$ cat src/rtl/div_sequencer.sv
// Multi-cycle radix-2 restoring divider for MIPS DIV/DIVU, delivering LO/HI with a done strobe
// and stalling HI/LO reads while a division is in flight.
module div_sequencer #(
  parameter int unsigned DATA_WIDTH = 32
) (
  input  logic                  clk,
  input  logic                  rst_n,
  input  logic                  start,
  input  logic                  unsigned_div,
  input  logic [DATA_WIDTH-1:0] operand_a,
  input  logic [DATA_WIDTH-1:0] operand_b,
  input  logic                  hilo_read,
  input  logic                  hilo_write_req,
  output logic                  busy,
  output logic                  stall,
  output logic                  done,
  output logic [DATA_WIDTH-1:0] div_lo,
  output logic [DATA_WIDTH-1:0] div_hi,
  output logic                  div_by_zero
);

  localparam int unsigned CntW = (DATA_WIDTH > 1) ? $clog2(DATA_WIDTH) : 1;

  typedef enum logic [2:0] {StIdle, StPrep, StRun, StFix, StDone} state_e;

  state_e                state_q, state_d;
  logic [DATA_WIDTH-1:0] a_q, a_d, b_q, b_d;
  logic                  uns_q, uns_d;
  logic                  sign_q_q, sign_q_d, sign_r_q, sign_r_d;
  logic [DATA_WIDTH-1:0] rem_q, rem_d, quo_q, quo_d, dvs_q, dvs_d;
  logic [CntW-1:0]       cnt_q, cnt_d;
  logic [DATA_WIDTH-1:0] lo_q, lo_d, hi_q, hi_d;
  logic                  dbz_q, dbz_d;

  logic                  a_neg, b_neg;
  logic [DATA_WIDTH-1:0] mag_a, mag_b;
  logic [DATA_WIDTH:0]   shifted;
  logic [DATA_WIDTH-1:0] diff;
  logic                  fits;

  always_comb begin
    a_neg   = ~uns_q & a_q[DATA_WIDTH-1];
    b_neg   = ~uns_q & b_q[DATA_WIDTH-1];
    // Negating the most negative value wraps back to itself, which is the correct magnitude.
    mag_a   = a_neg ? -a_q : a_q;
    mag_b   = b_neg ? -b_q : b_q;
    shifted = {rem_q, quo_q[DATA_WIDTH-1]};
    fits    = shifted >= {1'b0, dvs_q};
    // Result is below the divisor whenever it is used, so the low bits are exact.
    diff    = shifted[DATA_WIDTH-1:0] - dvs_q;
  end

  always_comb begin
    state_d  = state_q;
    a_d      = a_q;
    b_d      = b_q;
    uns_d    = uns_q;
    sign_q_d = sign_q_q;
    sign_r_d = sign_r_q;
    rem_d    = rem_q;
    quo_d    = quo_q;
    dvs_d    = dvs_q;
    cnt_d    = cnt_q;
    lo_d     = lo_q;
    hi_d     = hi_q;
    dbz_d    = dbz_q;

    if (state_q != StIdle && hilo_write_req) begin
      state_d = StIdle;
    end else if (start) begin
      a_d     = operand_a;
      b_d     = operand_b;
      uns_d   = unsigned_div;
      state_d = StPrep;
    end else begin
      unique case (state_q)
        StIdle: ;
        StPrep: begin
          sign_q_d = a_neg ^ b_neg;
          sign_r_d = a_neg;
          rem_d    = '0;
          quo_d    = mag_a;
          dvs_d    = mag_b;
          if (b_q == '0) begin
            lo_d    = '1;
            hi_d    = a_q;
            dbz_d   = 1'b1;
            state_d = StDone;
          end else begin
            dbz_d   = 1'b0;
            cnt_d   = CntW'(DATA_WIDTH - 1);
            state_d = StRun;
          end
        end
        StRun: begin
          rem_d = fits ? diff : shifted[DATA_WIDTH-1:0];
          quo_d = {quo_q[DATA_WIDTH-2:0], fits};
          if (cnt_q == '0) state_d = StFix;
          else             cnt_d = cnt_q - 1'b1;
        end
        StFix: begin
          lo_d    = sign_q_q ? -quo_q : quo_q;
          hi_d    = sign_r_q ? -rem_q : rem_q;
          state_d = StDone;
        end
        StDone: state_d = StIdle;
        default: state_d = StIdle;
      endcase
    end
  end

  always_ff @(posedge clk or negedge rst_n) begin
    if (!rst_n) begin
      state_q  <= StIdle;
      a_q      <= '0;
      b_q      <= '0;
      uns_q    <= 1'b0;
      sign_q_q <= 1'b0;
      sign_r_q <= 1'b0;
      rem_q    <= '0;
      quo_q    <= '0;
      dvs_q    <= '0;
      cnt_q    <= '0;
      lo_q     <= '0;
      hi_q     <= '0;
      dbz_q    <= 1'b0;
    end else begin
      state_q  <= state_d;
      a_q      <= a_d;
      b_q      <= b_d;
      uns_q    <= uns_d;
      sign_q_q <= sign_q_d;
      sign_r_q <= sign_r_d;
      rem_q    <= rem_d;
      quo_q    <= quo_d;
      dvs_q    <= dvs_d;
      cnt_q    <= cnt_d;
      lo_q     <= lo_d;
      hi_q     <= hi_d;
      dbz_q    <= dbz_d;
    end
  end

  assign busy        = state_q != StIdle;
  assign stall       = hilo_read & busy;
  assign done        = state_q == StDone;
  assign div_lo      = lo_q;
  assign div_hi      = hi_q;
  assign div_by_zero = dbz_q;

endmodule

$ cat config.mk
export PLATFORM = sky130hd
export DESIGN_NAME = div_sequencer
export DESIGN_NICKNAME = d
export VERILOG_FILES = /design/src/rtl/div_sequencer.sv
export SDC_FILE = /design/constraint.sdc
export NUM_CORES = 1
export LEC_CHECK = 0
export ABC_AREA = 1
export BUFFER_PORTS_ARGS = -buffer_cell sky130_fd_sc_hd__buf_2
export CORE_MARGIN = 2
export CORE_UTILIZATION = 40
export CTS_CLUSTER_SIZE = 30
export DETAILED_ROUTE_END_ITERATION = 16
export SYNTH_ARGS = -nofsm -noshare
export SYNTH_HDL_FRONTEND = slang
export SYNTH_SLANG_ARGS = --single-unit
$ cat constraint.sdc
create_clock -name clk -period 5.3 [get_ports clk]
set_clock_uncertainty 0.05 [all_clocks]
set_input_delay 0.265 -clock clk [delete_from_list [all_inputs] [get_ports clk]]
set_output_delay 0.265 -clock clk [all_outputs]
set_load 0.01 [all_outputs]
==> summary.txt, run 1 <==
Global routing
  – Largest net degree at the start of global routing: 124
  – Vias in the first global route: 15,800
  – GRT met2 Usage: ~46%
  – Met1 Usage GRT: a little over a third
  – Grt met3 use: 2.962%
  – GRT Overall Usage: 26.91%
  – Antenna violations before repair: 0
  – Grt total ovfl: 0
  – Global routing's busiest layer: met2
  – First-pass GRT wire length: 88,090 um

Yosys
  – Mean Syn Cell Area: between 6 and 7 sq um
  – Main combinational cell family by area after synthesis: simple AND/OR/NAND/NOR gates
  – Synth area leader: dfrtp_1
  – Post-synth ARST share: 100.0%
  – Post-synthesis adder-cell area fraction: 3.041%
  – Synth top area cells: dfrtp_1 (36%), nand2_1 (17%), nand3_1 (8.4%)
  – Simple-gate share of the synthesized area: a little over a third
  – Synth Area in XOR/XNOR: 2.634%
  – Register bit count reported by yosys: 236
  – Mux cell area share after synthesis: 0.7602%
  – Ys flop type: dfrtp_1
  – Synth Area in Compound Gates: 11.86%
  – Sequential area share after synthesis: 36.24%
  – Post-synthesis cell type count: 46
  – Synth Net Count: 2,577
  – Netlist Area Pre-Place: 16,290 sq um
  – Number of synthesized flops with an enable pin: 0
  – Share of the synthesized area in the top cell type: a little over a third
  – Cells after synthesis: 2,468
  – Yosys warns: 0

STA
  – Final worst slack: 1948 ps
  – Post-layout minimum cycle time: between 3000 and 4000 ps
  – Relative slew slack: 21.51%
  – Fmax: 0.2983 GHz
  – Final setup fails: 0
  – RSZ-0062 raised after global routing: no
  – Worst-Margin Slew: 1177 ps
  – Hold slack: 66.24 ps
  – Final Hold Viols: 0
  – Slew Viols, Final: 0
  – Setup_tns: 0 ps
  – Fin crit share: 63.24%

Pwr
  – Total leakage power: between 9 and 10 nW
  – Internal cell power: 5.227 mW
  – Pwr per Cell Area: 529.1 nW/um^2
  – Sw power: 4.798 mW
  – Flop pwr share: a little under a third
  – Max VDD drop: 190.2 uV
  – Share of total power in combinational logic: 50.3%
  – Sw frac: 47.86%
  – Clk pwr share: 19.5%

Detailed routing
  – Drt first pass iters: 5
  – Routed via count: 16,550
  – Vias per cell: 5.216
  – Final WL: 57,130 um
  – Avg WL per Cell: 18.01 um
  – Initial DRC count: around 1,400
  – Antenna Violating Nets Remaining: 0
  – DRC Markers: 0

Critical path
  – Worst-path cell chain: clkinv_1, a21oi_1, inv_1, nand2_1, nand2_1, nand3_1, o21ai_0, nand2_1, nand2_1
  – CP most frequent cell: nand2_1
  – Kind of cell adding the most delay to the critical path: flip-flops
  – WP buf/inv: 2
  – CP peak stage delay: 1110 ps
  – WS Path Type: reg2reg
  – Crit. End Element: register
  – Data arrival time of the critical path: 3750 ps
  – Critical Path RT: 5700 ps
  – CP Max Fanout: 37
  – Critical path's slowest cell: dfrtp_1
  – Kind of launch point of the worst setup path: register

Placement
  – I/O Buffers: 137
  – RD Place Congestion: between 0.9 and 1
  – Setup WS pre-CTS: ~2000 ps
  – Placed cells: 3,056
  – HPWL after DPL: 43,980 um
  – Post-DP Area: between 15,000 and 20,000 sq um

Clocking
  – CTS tree: done
  – Clk root buf: clkbuf_16
  – H-tree depth: 1
  – CTS resizes: 0
  – Clock transition at path regs: 60 ps
  – TritonCTS Buffers: 28
  – Clock Sink Count: 236
  – Worst-skew pair later-pin latency: between 500 and 600 ps
  – Clk buf depth: 3

Die
  – Die Height: approximately 210 um
  – Core Box Area: 40,010 sq um
  – # IOs: 138
  – Initial Util: slightly above 40%
  – Rows: 73
  – Total die area: 42,370 sq um
  – Die width: 205.8 um

Layout
  – Layout Cells excl Fill: between 3,000 and 4,000
  – Antenna Cells: 0
  – Cell area after layout: 18,950 sq um
  – Share of cells above drive strength 1: 9.407%
  – Commonest non-fill, non-tap cell in the layout: nand2_1
  – Most frequent cells in the layout: nand2_1 (728), inv_1 (330), nand3_1 (275), nor2_1 (257), dfrtp_1 (236)
  – Layout area overhead: 16.28%
  – Nets: roughly 2,700

Hold path
  – Worst hold path class: in2reg

Flow run
  – MaxCap Viol Count: 0

Status
  – Status: completed
[logic make-up after synthesis]
group	count (synthesis)
AND/OR/NAND/NOR	1360
buffers and inverters	424
XOR/XNOR	49
multiplexers	11
flip-flops	236
adder cells (fa/ha/maj)	39
AO/OA/AOI/OAI	349
[flip-flops by register name, indices dropped and copies added, names as in the netlist]
name / count
quo_q: 32
sign_q_q: 1
div_lo: 32
div_by_zero: 1
cnt_q: 5
a_q: 32
sign_r_q: 1
state_q: 3
div_hi: 32
uns_q: 1
rem_q: 32
dvs_q: 32
b_q: 32
[metrics by stage]
step	power [mW]	utilization, %
2_1_floorplan	6.323	-
3_3_place_gp	7.999	43.40
3_5_place_dp	8.023	43.40
4_1_cts	10.05	47.36
5_1_grt	10.82	47.36
6_report	10.03	47.36
[power by group through the flow]
stage	Clock (mW)	Sequential, mW	Combinational, mW
2_1_floorplan	0	2.96	3.36
3_3_place_gp	0	3.03	4.96
3_5_place_dp	0	3.05	4.97
4_1_cts	1.99	3.02	5.03
5_1_grt	2.06	3.11	5.66
6_report	1.95	3.03	5.05
[worst reg2reg max path, delay by kind of cell (launching register included)]
family / cells / cell delay (ps)
compound gates: 2 / 610
buf+inv: 2 / 1030
flops: 1 / 1110
simple gates: 5 / 440
[cells in the mapped netlist (all sizes together) (6+ instances only)]
cell,number
o211ai,20
mux2,11
o21a,9
o21ai,152
xor2,33
dfrtp,236
ha,38
xnor2,16
nor2,271
nand4,31
nor3,29
nand3,275
buf,47
nand3b,8
or2,6
a21oi,142
nand2,733
inv,336
clkbuf,39
[routing by layer]
metal / vias to the layer above / part of all wire, %
met1: 7796 / 44
li1: 8237 / -
met5: - / 0
met2: 418 / 48
met3: 94 / 4.3
met4: 0 / 3.6
[area by class of cell]
class                      count  area (sq um)
fill                        4206         21060
timing repair buffer         216          1469
multi-input combinational   1808          8733
clock inverter                11         123.9
inverter                     338          1269
tap                          525         656.9
clock buffer                  38         789.5
sequential                   236          5906
[path summary, 6_finish.rpt]
check | from | end | slack (ps) | depth (start not counted)
max | sign_r_q | div_hi[13] | 1950 | 9
max in group asynchronous | rst_n | uns_q | 3600 | 3
min in group asynchronous | rst_n | div_hi[16] | 330 | 2
min | hilo_write_req | state_q[1] | 70 | 4
max reg2reg | sign_r_q | div_hi[13] | 1950 | 9
min reg2reg | div_lo[25] | div_lo[25] | 430 | 2
[timing repair]
item,4_1_cts,5_1_grt
hold buffers,67,0
hold endpoints to repair,179,0
buffers inserted,0,0
Note: power is estimated with default switching activity, not from simulation.
==> run 2, diff against run 1 <==
ABC_AREA = 0   (was 1)
clock period = 3.3 ns   (was 5.3 ns; I/O delays follow)
==> summary.txt, run 2 <==
Die
  – Die width: 191.3 um (-7.0%)
  – Total die area: 36,610 sq um (-14%)
  – Initial Util: 40.64% (-0.090 points)
  – Core Box Area: 34,540 sq um (-14%)
  – Rows: 68 (-6.8%)
  – # IOs: 138 (unchanged)
  – Die Height: 191.3 um (-7.0%)

Pwr
  – Total leakage power: 7.769 nW (-21%)
  – PnR Total Power: 14.36 mW (+43%)
  – Flop pwr share: 31.8% (+1.6 points)
  – Max VDD drop: 426.3 uV (+120%)
  – Sw power: 5.828 mW (+21%)
  – Internal cell power: 8.536 mW (+63%)
  – Clk pwr share: 22.4% (+2.9 points)
  – Share of total power in combinational logic: 45.8% (-4.5 points)
  – Sw frac: 40.57% (-7.3 points)
  – Pwr per Cell Area: 834.4 nW/um^2 (+58%)

Clocking
  – CTS tree: done
  – Clk buf depth: 3 (unchanged)
  – Clk root buf: clkbuf_16
  – Clock Sink Count: 236 (unchanged)
  – Clock transition at path regs: 60 ps (about the same)
  – H-tree depth: 1 (unchanged)
  – Worst-skew pair later-pin latency: 570 ps (about the same)
  – TritonCTS Buffers: 29 (+3.6%)

Placement
  – I/O Buffers: 137 (unchanged)
  – RD Place Congestion: 0.8792 (-10%)
  – Placed cells: 2,108 (-31%)
  – Post-DP Area: 15,520 sq um (-11%)
  – HPWL after DPL: 27,700 um (-37%)
  – Setup WS pre-CTS: 160.8 ps (-1857 ps)

Detailed routing
  – Routed via count: 11,760 (-29%)
  – Avg WL per Cell: 16.80 um (-6.7%)
  – Vias per cell: 5.273 (+1.1%)
  – Drt first pass iters: 5 (unchanged)
  – Initial DRC count: 720 (-47%)
  – DRC Markers: 0 (unchanged)
  – Final WL: 37,480 um (-34%)
  – Antenna Violating Nets Remaining: 0 (unchanged)

STA
  – Worst-Margin Slew: 941.4 ps (-236.0 ps)
  – RSZ-0062 raised after global routing: no
  – Fmax: 0.3295 GHz (+10%)
  – Slew Viols, Final: 0 (unchanged)
  – Setup_tns: 0 ps (unchanged)
  – Final setup fails: 0 (unchanged)
  – Final Hold Viols: 0 (unchanged)
  – Relative slew slack: 37.24% (+16 points)
  – Final worst slack: 265.3 ps (-1683 ps)
  – Post-layout minimum cycle time: 3035 ps (-317.1 ps)
  – Fin crit share: 91.96% (+29 points)

Yosys
  – Commonest cells post-synth: dfrtp_1 (236), nand2_1 (197), a21oi_1 (126)
  – Synth Net Count: 1,651 (-36%)
  – Netlist Area Pre-Place: 14,040 sq um (-14%)
  – Ys flop type: dfrtp_1
  – Share of the synthesized area in the top cell type: 42.07% (+5.8 points)
  – Cells after synthesis: 1,542 (-38%)
  – Synth top area cells: dfrtp_1 (42%), mux2_2 (5.3%), nand2_1 (5.3%)
  – Post-synthesis cell type count: 77 (+67%)
  – Sequential area share after synthesis: 42.07% (+5.8 points)
  – Synth area leader: dfrtp_1
  – Count leader, synth: dfrtp_1
  – Post-synth ARST share: 100.0% (unchanged)
  – Yosys warns: 0 (unchanged)
  – Number of synthesized flops with an enable pin: 0 (unchanged)
  – Register bit count reported by yosys: 236 (unchanged)
  – Mean Syn Cell Area: 9.104 sq um (+38%)

Global routing
  – First-pass GRT wire length: 61,220 um (-30%)
  – Vias in the first global route: 11,610 (-27%)
  – Largest net degree at the start of global routing: 106 (-15%)
  – Antenna violations before repair: 0 (unchanged)
  – GRT Overall Usage: 20.79% (-6.1 points)
  – Grt total ovfl: 0 (unchanged)

Critical path
  – Critical path's slowest cell: fa_1
  – CP Max Fanout: 4 (-89%)
  – Data arrival time of the critical path: 3410 ps (-340 ps)
  – Worst-path cell chain: inv_1, ha_1, inv_1, fa_1, a21o_1, a221o_1, o21ai_0, o21ai_0, a31oi_2, o21ai_0, xnor2_1, o21ai_1
  – Critical Path RT: 3680 ps (-2020 ps)
  – Kind of launch point of the worst setup path: register
  – CP peak stage delay: 390 ps (-720 ps)
  – CP most frequent cell: o21ai_0
  – Crit. End Element: register
  – WS Path Type: reg2reg

Layout
  – Layout area overhead: 22.62%
  – Layout Cells excl Fill: 2,231 (-30%)
  – Nets: 1,862 (-32%)
  – Share of cells above drive strength 1: 19.93% (+11 points)
  – Most frequent cells in the layout: dfrtp_1 (236), nand2_1 (196), buf_2 (136), a21oi_1 (126), nor2_1 (112)
  – Cell area after layout: 17,210 sq um (-9.1%)
  – Commonest non-fill, non-tap cell in the layout: dfrtp_1
  – Antenna Cells: 0 (unchanged)

Flow run
  – MaxCap Viol Count: 0 (unchanged)

Hold path
  – Worst hold path class: in2async

Status
  – Status: completed
-- run 2: cell type report --
cell class	instances	area (sq um)
clock inverter	12	123.9
inverter	55	206.4
sequential	236	5906
tap	455	569.3
timing repair buffer	270	1967
multi-input combinational	1161	7587
clock buffer	42	854.6
fill	3296	17330
-- run 2: path summary, 6_finish.rpt --
path | from | to | slack, ps | depth (start not counted)
min in group clk | operand_a[28] | a_q[28] | 310 | 3
setup reg to reg | quo_q[31] | rem_q[26] | 270 | 12
max in group asynchronous | rst_n | rem_q[26] | 2120 | 3
hold reg to reg | dvs_q[15] | dvs_q[15] | 420 | 2
hold / removal | rst_n | a_q[5] | 180 | 2
setup / recovery | quo_q[31] | rem_q[26] | 270 | 12
-- run 2: cell families after synthesis --
group	count (synthesis)	share of synthesized area, %
AOI/OAI and AO/OA	424	18.12
xor gates and xnor gates	145	9.100
adders and majority gates	39	3.529
buffers and inverters	145	4.251
DFF	236	42.07
muxes	100	7.718
and+or+nand+nor	453	15.21
-- run 2: repair_timing --
item | 4_1_cts | 5_1_grt
hold endpoints to repair | 168 | 0
buffers inserted | 0 | 0
hold buffers | 69 | 0
setup endpoints to repair | 0 | 42
resized for setup | 0 | 6
-- run 2: layer usage --
metal  vias up  wire, um  global-route usage, %
met5         -         0                      0
met4         0      1005                  5.680
met3        68      1765                  2.625
met2       298     16840                  33.48
met1      5537     17870                  29.43
li1       5861         -                      -
-- run 2: power by group through the flow --
stage | sequential (mW) | combinational, mW | clock, mW
floorplan | 4.42 | 4.55 | 0
global placement | 4.58 | 6.38 | 0
detailed placement | 4.60 | 6.46 | 0
CTS | 4.55 | 6.55 | 3.30
global route | 4.68 | 7.41 | 3.41
finish | 4.56 | 6.58 | 3.22
-- run 2: critical path, delay by kind of cell (launching register included) --
family | cells | cell delay [ps]
AO/OA/AOI/OAI | 7 | 1650
XOR/XNOR | 1 | 180
buffers and inverters | 2 | 120
flip-flops | 1 | 360
adder cells (fa/ha/maj) | 2 | 550
-- run 2: through the flow --
stage / hold WS, ps / utilization, %
after floorplan: -180.6 / -
after CTS: 237.6 / 49.78
after detailed placement: 253.6 / 44.94
after global placement: 231.2 / 44.94
final: 176.1 / 49.83
after global routing: 274.1 / 49.83
